### src/rtl/friscv_cache_refill_ctrl.sv
// Cache-line refill sequencer: takes one miss at a time from the block fetcher,
// issues a single-beat AXI4 read for the whole block, writes the returned line
// into the cache and holds cache_writing long enough for the fetcher to replay.
// Flushed refills are tracked by a drop counter so their late R beats are
// swallowed instead of being mistaken for data of a newer request.
//
// Optional feature, enabled by defining CACHE_REFILL_DEDUP_EN:
//   a "last filled block" register lets a miss to a block written in the last
//   two cycles skip the AXI read and go straight to the HOLD phase.
//
// All outputs are registered; each one is computed from the next-state values
// so that it lines up with the state it belongs to.

module friscv_cache_refill_ctrl #(
    parameter int unsigned AXI_ADDR_W = 32,
    parameter int unsigned AXI_ID_W   = 8,
    parameter int unsigned AXI_DATA_W = 128,
    parameter int unsigned ADDR_LSB_W = $clog2(AXI_DATA_W / 8)
) (
    input  logic                  aclk,
    input  logic                  aresetn,
    input  logic                  srst,
    input  logic                  flush,
    // miss request from the block fetcher
    input  logic                  miss_valid,
    output logic                  miss_ready,
    input  logic [AXI_ADDR_W-1:0] miss_addr,
    input  logic [AXI_ID_W-1:0]   miss_id,
    input  logic [2:0]            miss_prot,
    // AXI4 read address channel
    output logic                  mem_arvalid,
    input  logic                  mem_arready,
    output logic [AXI_ADDR_W-1:0] mem_araddr,
    output logic [AXI_ID_W-1:0]   mem_arid,
    output logic [2:0]            mem_arprot,
    // AXI4 read data channel
    input  logic                  mem_rvalid,
    output logic                  mem_rready,
    input  logic [AXI_ID_W-1:0]   mem_rid,
    input  logic [1:0]            mem_rresp,
    input  logic [AXI_DATA_W-1:0] mem_rdata,
    // cache write port
    output logic                  cache_wen,
    output logic [AXI_ADDR_W-1:0] cache_waddr,
    output logic [AXI_DATA_W-1:0] cache_wdata,
    output logic                  cache_writing,
    // status
    output logic                  pending_rd,
    output logic                  rd_error
);

    localparam int unsigned DROP_W = $clog2(4) + 1;
    localparam logic [DROP_W-1:0] DROP_MAX = DROP_W'(4);
    localparam logic [AXI_ADDR_W-1:0] LSB_MASK =
        {{(AXI_ADDR_W - ADDR_LSB_W){1'b0}}, {ADDR_LSB_W{1'b1}}};

    typedef enum logic [2:0] {
        IDLE  = 3'd0,
        ARREQ = 3'd1,
        RWAIT = 3'd2,
        WRITE = 3'd3,
        HOLD  = 3'd4
    } state_t;

    // FSM and request context
    state_t                state_q, state_d;
    logic [AXI_ADDR_W-1:0] addr_q, addr_d;
    logic [AXI_ID_W-1:0]   id_q, id_d;
    logic [2:0]            prot_q, prot_d;
    logic [AXI_DATA_W-1:0] data_q, data_d;
    logic                  abort_q, abort_d;
    logic [DROP_W-1:0]     drop_q, drop_d;

    // registered outputs
    logic miss_ready_q, miss_ready_d;
    logic arvalid_q, arvalid_d;
    logic rready_q, rready_d;
    logic wen_q, wen_d;
    logic writing_q, writing_d;
    logic pending_q, pending_d;
    logic rd_error_q, rd_error_d;

    // handshakes and helpers
    logic                  miss_fire;
    logic                  ar_fire;
    logic                  r_fire;
    logic                  id_match;
    logic                  drop_inc;
    logic                  drop_dec;
    logic                  dedup_hit;
    logic [AXI_ADDR_W-1:0] miss_blk;

    assign miss_blk  = miss_addr & ~LSB_MASK;
    assign miss_fire = miss_valid && miss_ready_q && !flush;
    assign ar_fire   = arvalid_q && mem_arready;
    assign r_fire    = mem_rvalid && rready_q;
    assign id_match  = (mem_rid == id_q);
    // R beats arriving while stale reads are outstanding belong to them
    assign drop_dec  = r_fire && (drop_q != '0);

`ifdef CACHE_REFILL_DEDUP_EN
    logic                  lf_valid_q, lf_valid_d;
    logic [AXI_ADDR_W-1:0] lf_addr_q, lf_addr_d;
    logic [1:0]            lf_age_q, lf_age_d;

    // A miss to the block written one or two cycles ago is already in the cache
    assign dedup_hit = lf_valid_q && (lf_age_q <= 2'd1) && (lf_addr_q == miss_blk);

    // Track the most recently written block and how long ago it was written
    always_comb begin
        lf_valid_d = lf_valid_q;
        lf_addr_d  = lf_addr_q;
        lf_age_d   = lf_age_q;
        if (srst || flush) begin
            lf_valid_d = 1'b0;
            lf_addr_d  = '0;
            lf_age_d   = '0;
        end else if (state_q == WRITE) begin
            lf_valid_d = 1'b1;
            lf_addr_d  = addr_q;
            lf_age_d   = '0;
        end else if (lf_age_q != 2'd3) begin
            lf_age_d = lf_age_q + 2'd1;
        end
    end

    // Last-filled-block register
    always_ff @(posedge aclk or negedge aresetn) begin
        if (!aresetn) begin
            lf_valid_q <= 1'b0;
            lf_addr_q  <= '0;
            lf_age_q   <= '0;
        end else begin
            lf_valid_q <= lf_valid_d;
            lf_addr_q  <= lf_addr_d;
            lf_age_q   <= lf_age_d;
        end
    end
`else
    assign dedup_hit = 1'b0;
`endif

    // Next-state, context and registered-output computation
    always_comb begin
        state_d    = state_q;
        addr_d     = addr_q;
        id_d       = id_q;
        prot_d     = prot_q;
        data_d     = data_q;
        abort_d    = abort_q;
        drop_d     = drop_q;
        drop_inc   = 1'b0;
        rd_error_d = 1'b0;

        case (state_q)
            IDLE: begin
                if (miss_fire) begin
                    addr_d  = miss_blk;
                    id_d    = miss_id;
                    prot_d  = miss_prot;
                    abort_d = 1'b0;
                    state_d = dedup_hit ? HOLD : ARREQ;
                end
            end
            ARREQ: begin
                // arvalid is never retracted; a flush only marks the read as stale
                if (ar_fire) begin
                    if (flush || abort_q) begin
                        drop_inc = 1'b1;
                        abort_d  = 1'b0;
                        state_d  = IDLE;
                    end else begin
                        state_d = RWAIT;
                    end
                end else if (flush) begin
                    abort_d = 1'b1;
                end
            end
            RWAIT: begin
                if (flush) begin
                    // a matching beat consumed this very cycle leaves nothing outstanding
                    drop_inc = !(r_fire && id_match);
                    state_d  = IDLE;
                end else if (r_fire && id_match) begin
                    data_d     = mem_rdata;
                    rd_error_d = (mem_rresp != 2'b00);
                    state_d    = WRITE;
                end
            end
            WRITE: begin
                state_d = flush ? IDLE : HOLD;
            end
            HOLD: begin
                state_d = IDLE;
            end
            default: begin
                state_d = IDLE;
            end
        endcase

        if (drop_inc && !drop_dec) begin
            drop_d = (drop_q == DROP_MAX) ? drop_q : drop_q + DROP_W'(1);
        end else if (drop_dec && !drop_inc) begin
            drop_d = drop_q - DROP_W'(1);
        end

        miss_ready_d = (state_d == IDLE) && (drop_d == '0);
        arvalid_d    = (state_d == ARREQ);
        rready_d     = (state_d == RWAIT) || (drop_d != '0);
        wen_d        = (state_d == WRITE);
        writing_d    = (state_d == WRITE) || (state_d == HOLD);
        pending_d    = ((state_d == ARREQ) || (state_d == RWAIT) || (state_d == WRITE))
                       && !abort_d;

        // synchronous reset overrides everything, flush included
        if (srst) begin
            state_d      = IDLE;
            addr_d       = '0;
            id_d         = '0;
            prot_d       = '0;
            data_d       = '0;
            abort_d      = 1'b0;
            drop_d       = '0;
            rd_error_d   = 1'b0;
            miss_ready_d = 1'b0;
            arvalid_d    = 1'b0;
            rready_d     = 1'b0;
            wen_d        = 1'b0;
            writing_d    = 1'b0;
            pending_d    = 1'b0;
        end
    end

    // State, context and output registers
    always_ff @(posedge aclk or negedge aresetn) begin
        if (!aresetn) begin
            state_q      <= IDLE;
            addr_q       <= '0;
            id_q         <= '0;
            prot_q       <= '0;
            data_q       <= '0;
            abort_q      <= 1'b0;
            drop_q       <= '0;
            miss_ready_q <= 1'b0;
            arvalid_q    <= 1'b0;
            rready_q     <= 1'b0;
            wen_q        <= 1'b0;
            writing_q    <= 1'b0;
            pending_q    <= 1'b0;
            rd_error_q   <= 1'b0;
        end else begin
            state_q      <= state_d;
            addr_q       <= addr_d;
            id_q         <= id_d;
            prot_q       <= prot_d;
            data_q       <= data_d;
            abort_q      <= abort_d;
            drop_q       <= drop_d;
            miss_ready_q <= miss_ready_d;
            arvalid_q    <= arvalid_d;
            rready_q     <= rready_d;
            wen_q        <= wen_d;
            writing_q    <= writing_d;
            pending_q    <= pending_d;
            rd_error_q   <= rd_error_d;
        end
    end

    assign miss_ready    = miss_ready_q;
    assign mem_arvalid   = arvalid_q;
    assign mem_araddr    = addr_q;
    assign mem_arid      = id_q;
    assign mem_arprot    = prot_q;
    assign mem_rready    = rready_q;
    assign cache_wen     = wen_q;
    assign cache_waddr   = addr_q;
    assign cache_wdata   = data_q;
    assign cache_writing = writing_q;
    assign pending_rd    = pending_q;
    assign rd_error      = rd_error_q;

endmodule

### config.mk
export PLATFORM = sky130hd
export DESIGN_NAME = friscv_cache_refill_ctrl
export DESIGN_NICKNAME = d
export VERILOG_FILES = /design/src/rtl/friscv_cache_refill_ctrl.sv
export SDC_FILE = /design/constraint.sdc
export NUM_CORES = 1
export LEC_CHECK = 0
export CORE_AREA = 2 2 156 158
export DETAILED_ROUTE_END_ITERATION = 8
export DIE_AREA = 0 0 158 160
export PLACE_DENSITY = 0.72
export SLEW_MARGIN = 10
export SYNTH_ARGS = -nofsm -noshare
export SYNTH_HDL_FRONTEND = slang
export SYNTH_SLANG_ARGS = --single-unit
### constraint.sdc
create_clock -name aclk -period 2.1 [get_ports aclk]
set_clock_uncertainty 0.15 [all_clocks]
set_input_delay 0.42 -clock aclk [delete_from_list [all_inputs] [get_ports aclk]]
set_output_delay 0.42 -clock aclk [all_outputs]
set_load 0.005 [all_outputs]
**After elaboration in Yosys (flattened, before gate mapping)**

Index checks and enable logic that the tools add are counted.

- Output and inout bits: 210
- Logic and storage cells: 103
- Flip-flop bits (word level): 185
- Bits of input ports: 188

- Reduce and logical (&&, ||, !) cells: 32
- $add $sub $neg: 2
- Muxes and demuxes: 45
- Equality and inequality tests: 10

Operators by type and width:

| kind | count |
|---|---|
| two-way mux 128 bit | 4 |
| two-way mux 32 bit | 3 |
| two-way mux 3 bit | 13 |
| two-way mux 8 bit | 3 |
| two-way mux 1 bit | 18 |
| equality test 3 x 2 -> 1 bit, second input constant | 4 |
| case mux 3 bit (4 select lines) | 1 |
| logical AND 1 bit | 10 |
| nonzero test 2 bit | 5 |
| zero test 3 bit | 3 |
| equality test 8 bit | 1 |
| equality test 3 x 1 -> 1 bit, second input constant | 2 |
| equality test 3 bit, second input constant | 2 |
| nonzero test 3 bit | 2 |
| zero test 1 bit | 5 |
| logical OR 1 bit | 5 |
| case mux 1 bit (2 select lines) | 2 |
| adder 3 x 1 -> 3 bit, second input constant | 1 |
| AND reduction 3 bit | 1 |
| subtractor 3 x 1 -> 3 bit, second input constant | 1 |
| two-way mux 2 bit | 1 |
| != test 2 bit, second input constant | 1 |
| AND reduction 2 bit | 1 |

**Depth between registers and ports, before layout**

- Depth in word-level cells: 12
- Gate-level depth with buffers: 9

**Worst setup path after synthesis**

No wires, ideal clock.

- Path type: reg2reg
- Start: register drop_q[0]
- End: register miss_ready_q (netlist: miss_ready)
- Buffers on the path: 0
- Setup time: 0.067 ns
- Setup slack: 0.122 ns
- Stages on the path, launching flop included: 8
- Arrival: 1.761 ns
- Cells stage by stage: dfrtp_1 > inv_1 > ha_1 > nand3b_1 > or4_1 > o311a_1 > mux2i_1 > and3_1

- Cells in the longest elaborated chain, start to end: 8

Ends and longest elaborated chain:

| item | line | text |
|---|---|---|
| start: declaration | 72 | `logic [DROP_W-1:0] drop_q, drop_d;` |
| start signal: assignment | 258 | `drop_q <= drop_d;` |
| branches (longest 4 deep; another with subtractor 3 x 1 -> 3 bit) | - |  |
| two-way mux 3 bit (*) | 201 | `if (drop_inc && !drop_dec) begin` |
| zero test 3 bit (*) | 207 | `miss_ready_d = (state_d == IDLE) && (drop_d == '0);` |
| logical AND 1 bit (*) | 207 |  |
| two-way mux 1 bit (*) | 216 | `if (srst) begin` |
| named net miss_ready_d | 75 | `logic miss_ready_q, miss_ready_d;` |
| end signal: assignment | 259 | `miss_ready_q <= miss_ready_d;` |
| end: declaration | 75 |  |

Mark *: on every way through the listed nets, which the timed path passes.
A chain may end at the register's enable or synchronous reset.

**Worst setup path after layout**

- Start: input port mem_rid[2]
- End: register data_q[70] (netlist: cache_wdata[70])

- Cells in the longest elaborated chain, start to end: 4

Ends and longest elaborated chain:

| item | line | text |
|---|---|---|
| start: declaration | 39 | `input logic [AXI_ID_W-1:0] mem_rid,` |
| equality test 8 bit | 97 | `assign id_match = (mem_rid == id_q);` |
| logical AND 1 bit | 184 | `end else if (r_fire && id_match) begin` |
| nonzero test 2 bit (no line) | - |  |
| AND reduction 3 bit (no line) | - |  |
| end signal: assignment | 256 | `data_q <= data_d;` |
| end: declaration | 70 | `logic [AXI_DATA_W-1:0] data_q, data_d;` |

Every way passes these cells.

==> out/qor.txt <==
number of enable flip-flop cells after synthesis: 0
Initial Utilization: 33.0%
# DRC: 0
WL/cell: 15.6 um
clock sink total: 181
flops & latches, synth: 181
Root Buffer Master: clkbuf_16
simple-gate share of the synthesized area: 20.0%
I/O pin count: 398
min-delay src: srst
die area: 25300 sq um
Final Core Density: 53.3%
vias in the first global route: 7247
Synth async-reset ratio: 100%
leak pwr: 5.08 nW
Finished Cell Area: 12700 sq um
GPL Wtd Cong: 0.861
crit start category: primary input
Final period util: 94.7%
Slew headroom: 60.0%
main combinational cell family by area after synthesis: simple AND/OR/NAND/NOR gates
total track usage: 19.5%
worst setup path startpoint: mem_rid[2]
DR iter-0 viols: 419
worst hold path class: primary input to register
xor/xnor share of the synthesized area: 0.890%
Core ar.: 23800 sq um
setup_tns: 0 ns
f_max: 0.503 GHz
crit-path max FO: 14
status: complete, no violations
post-layout min period: 1.99 ns
die width: 158 um
PortBufs: 385
Max Cap Viol: 0
Synth cell types: 44
Worst IR Drop VDD: 0.000529 V
setup ws final: 0.112 ns
commonest non-fill, non-tap cell in the layout: clkdlybuf4s50_1
Primary FF master, synth: dfrtp_1
post-place setup slack: -0.396 ns
CP required: 2.30 ns
Fillers: 2196
first-pass GRT wire length: 38.7 mm
Worst-Margin Slew: 0.600 ns
row count: 57
RSZ-0062 raised after global routing: false
Synth-to-Final Area Change: 61.4%
deepest clock path buffer count: 2
final setup fails: 0
Compound-Gate Fraction of Synth Area: 12.9%
initial antenna violation count: 1
Area after DPL: 12000 sq um
Post-Synth Adder-Cell Area: 0.477%
Avg Cell Area, Syn: 8.99 sq um
Arrival @ worst endpoint: 2.18 ns
DR vias: 7297
H-tree levels: 4
synth warn: 0
pin count of the biggest net entering global routing: 104
layout cell share with drive strength beyond 1: 7.11%
Worst-Skew Late Latency: 0.42 ns
commonest non-fill, non-tap cells in the layout: clkdlybuf4s50_1, nand2_1, dfrtp_1, a21oi_1, buf_4
drt total wl: 24.7 mm
nets@finish: 1430
multiplexer share of the synthesized area: 0.254%
final hold violations: 0
Die Y: 160 um
number of CTS-inserted buffers: 17
post-route ant nets: 0
register area share after synthesis: 57.5%
total gr overflow: 0
Vias/cell: 4.63
worst r2r src: mem_arid[0]
Inserted Diodes: 0
r2r setup slk: 0.11 ns
Syn Inst Count: 876
post-synth design cell area: 7870 sq um
Pins Over Slew Limit: 0
TritonCTS clock tree: done
DR pass1 iterations: 4
DPL Wire Length: 17.9 mm
critical path class: primary input to register
clock transition at the registers of the reported paths: 0.07 ns
endpoint class of the critical path: register
pwr dens: 592 nW/um^2
[worst max-delay path, stage by stage]
cell	delay, ns
clkdlybuf4s50_1	0.49
xnor2_1	0.14
and4_1	0.28
and4_4	0.28
buf_12	0.14
buf_4	0.20
nand2_1	0.08
a21oi_1	0.15
[path summary, 6_finish.rpt]
path / to / depth (start not counted)
setup / recovery: cache_wdata[70] / 8
hold / removal: state_q[0] / 2
setup reg to reg: cache_wdata[70] / 7
hold reg to reg: cache_wdata[13] / 2
max in group asynchronous: cache_wdata[84] / 3
min in group asynchronous: cache_wdata[37] / 3
[stage by stage]
stage | power, W | std cells | hold WS (ns)
global route | 0.00785 | 1576 | 0.213
finish | 0.00753 | 1576 | 0.222
detailed placement | 0.00435 | 1541 | 0.315
CTS | 0.00764 | 1574 | 0.199
global placement | 0.00435 | 1541 | 0.320
floorplan | 0.00378 | 883 | -0.0256
[Yosys cell counts, drive strengths merged, types with 3 or more instances]
cell type,instances,area (sq um)
dfrtp,181,4530
buf,59,473
nor2b,3,21.3
xnor2,8,70.1
clkbuf,37,139
a31oi,3,18.8
nor2,13,51.3
and2,3,18.8
o21ai,4,20.0
nand4,3,18.8
ha,3,37.5
inv,3,11.3
or4,3,22.5
a21oi,172,861
nand2,343,1290
nand3,6,30.0
[report_power, final]
part | internal, W | total [W] | switching [W] | leakage, nW
logic | 0.000457 | 0.000741 | 0.000284 | 2.28
clock network | 0.00181 | 0.00324 | 0.00143 | 0.284
registers | 0.00351 | 0.00354 | 0.0000290 | 2.52
[flip-flops by register name, indices dropped and copies added (netlist names)]
| register | cells |
|---|---|
| miss_ready | 1 |
| cache_waddr | 28 |
| abort_q | 1 |
| pending_rd | 1 |
| mem_arvalid | 1 |
| drop_q | 3 |
| mem_arid | 8 |
| cache_wdata | 128 |
| mem_rready | 1 |
| state_q | 3 |
| mem_arprot | 3 |
| cache_writing | 1 |
| cache_wen | 1 |
| rd_error | 1 |
[cell type report]
| cell class | instances | area, sq um | area share, % |
|---|---|---|---|
| clock inverter | 12 | 144 | 1.13 |
| inverter | 3 | 11.3 | 0.0886 |
| multi-input combinational | 603 | 2780 | 21.9 |
| sequential | 181 | 4530 | 35.7 |
| clock buffer | 20 | 447 | 3.52 |
| tap | 324 | 405 | 3.19 |
| timing repair buffer | 433 | 4390 | 34.6 |
[cells by family (layout without fill, tap and decap cells)]
group | Yosys count | in the layout
AO/OA/AOI/OAI | 191 | 191
adder cells (fa/ha/maj) | 3 | 3
flip-flops | 181 | 181
buffers and inverters | 99 | 468
other | 1 | 8
AND/OR/NAND/NOR | 391 | 391
XOR/XNOR | 8 | 8
multiplexers | 2 | 2
[repair_timing]
action	4_1_cts	5_1_grt
gates resized for setup	0	5
hold endpoints to repair	181	0
setup endpoints to repair	0	81
hold buffers	1	0
buffers inserted	0	2
[layer usage]
metal	up-vias	routed length, um	GRT usage [%]
li1	3535	-	-
met1	3489	10100	23.7
met2	240	12000	32.4
met3	31	2090	6.76
met4	2	456	6.02
met5	-	9	0
Note: power is estimated with default switching activity, not from simulation.
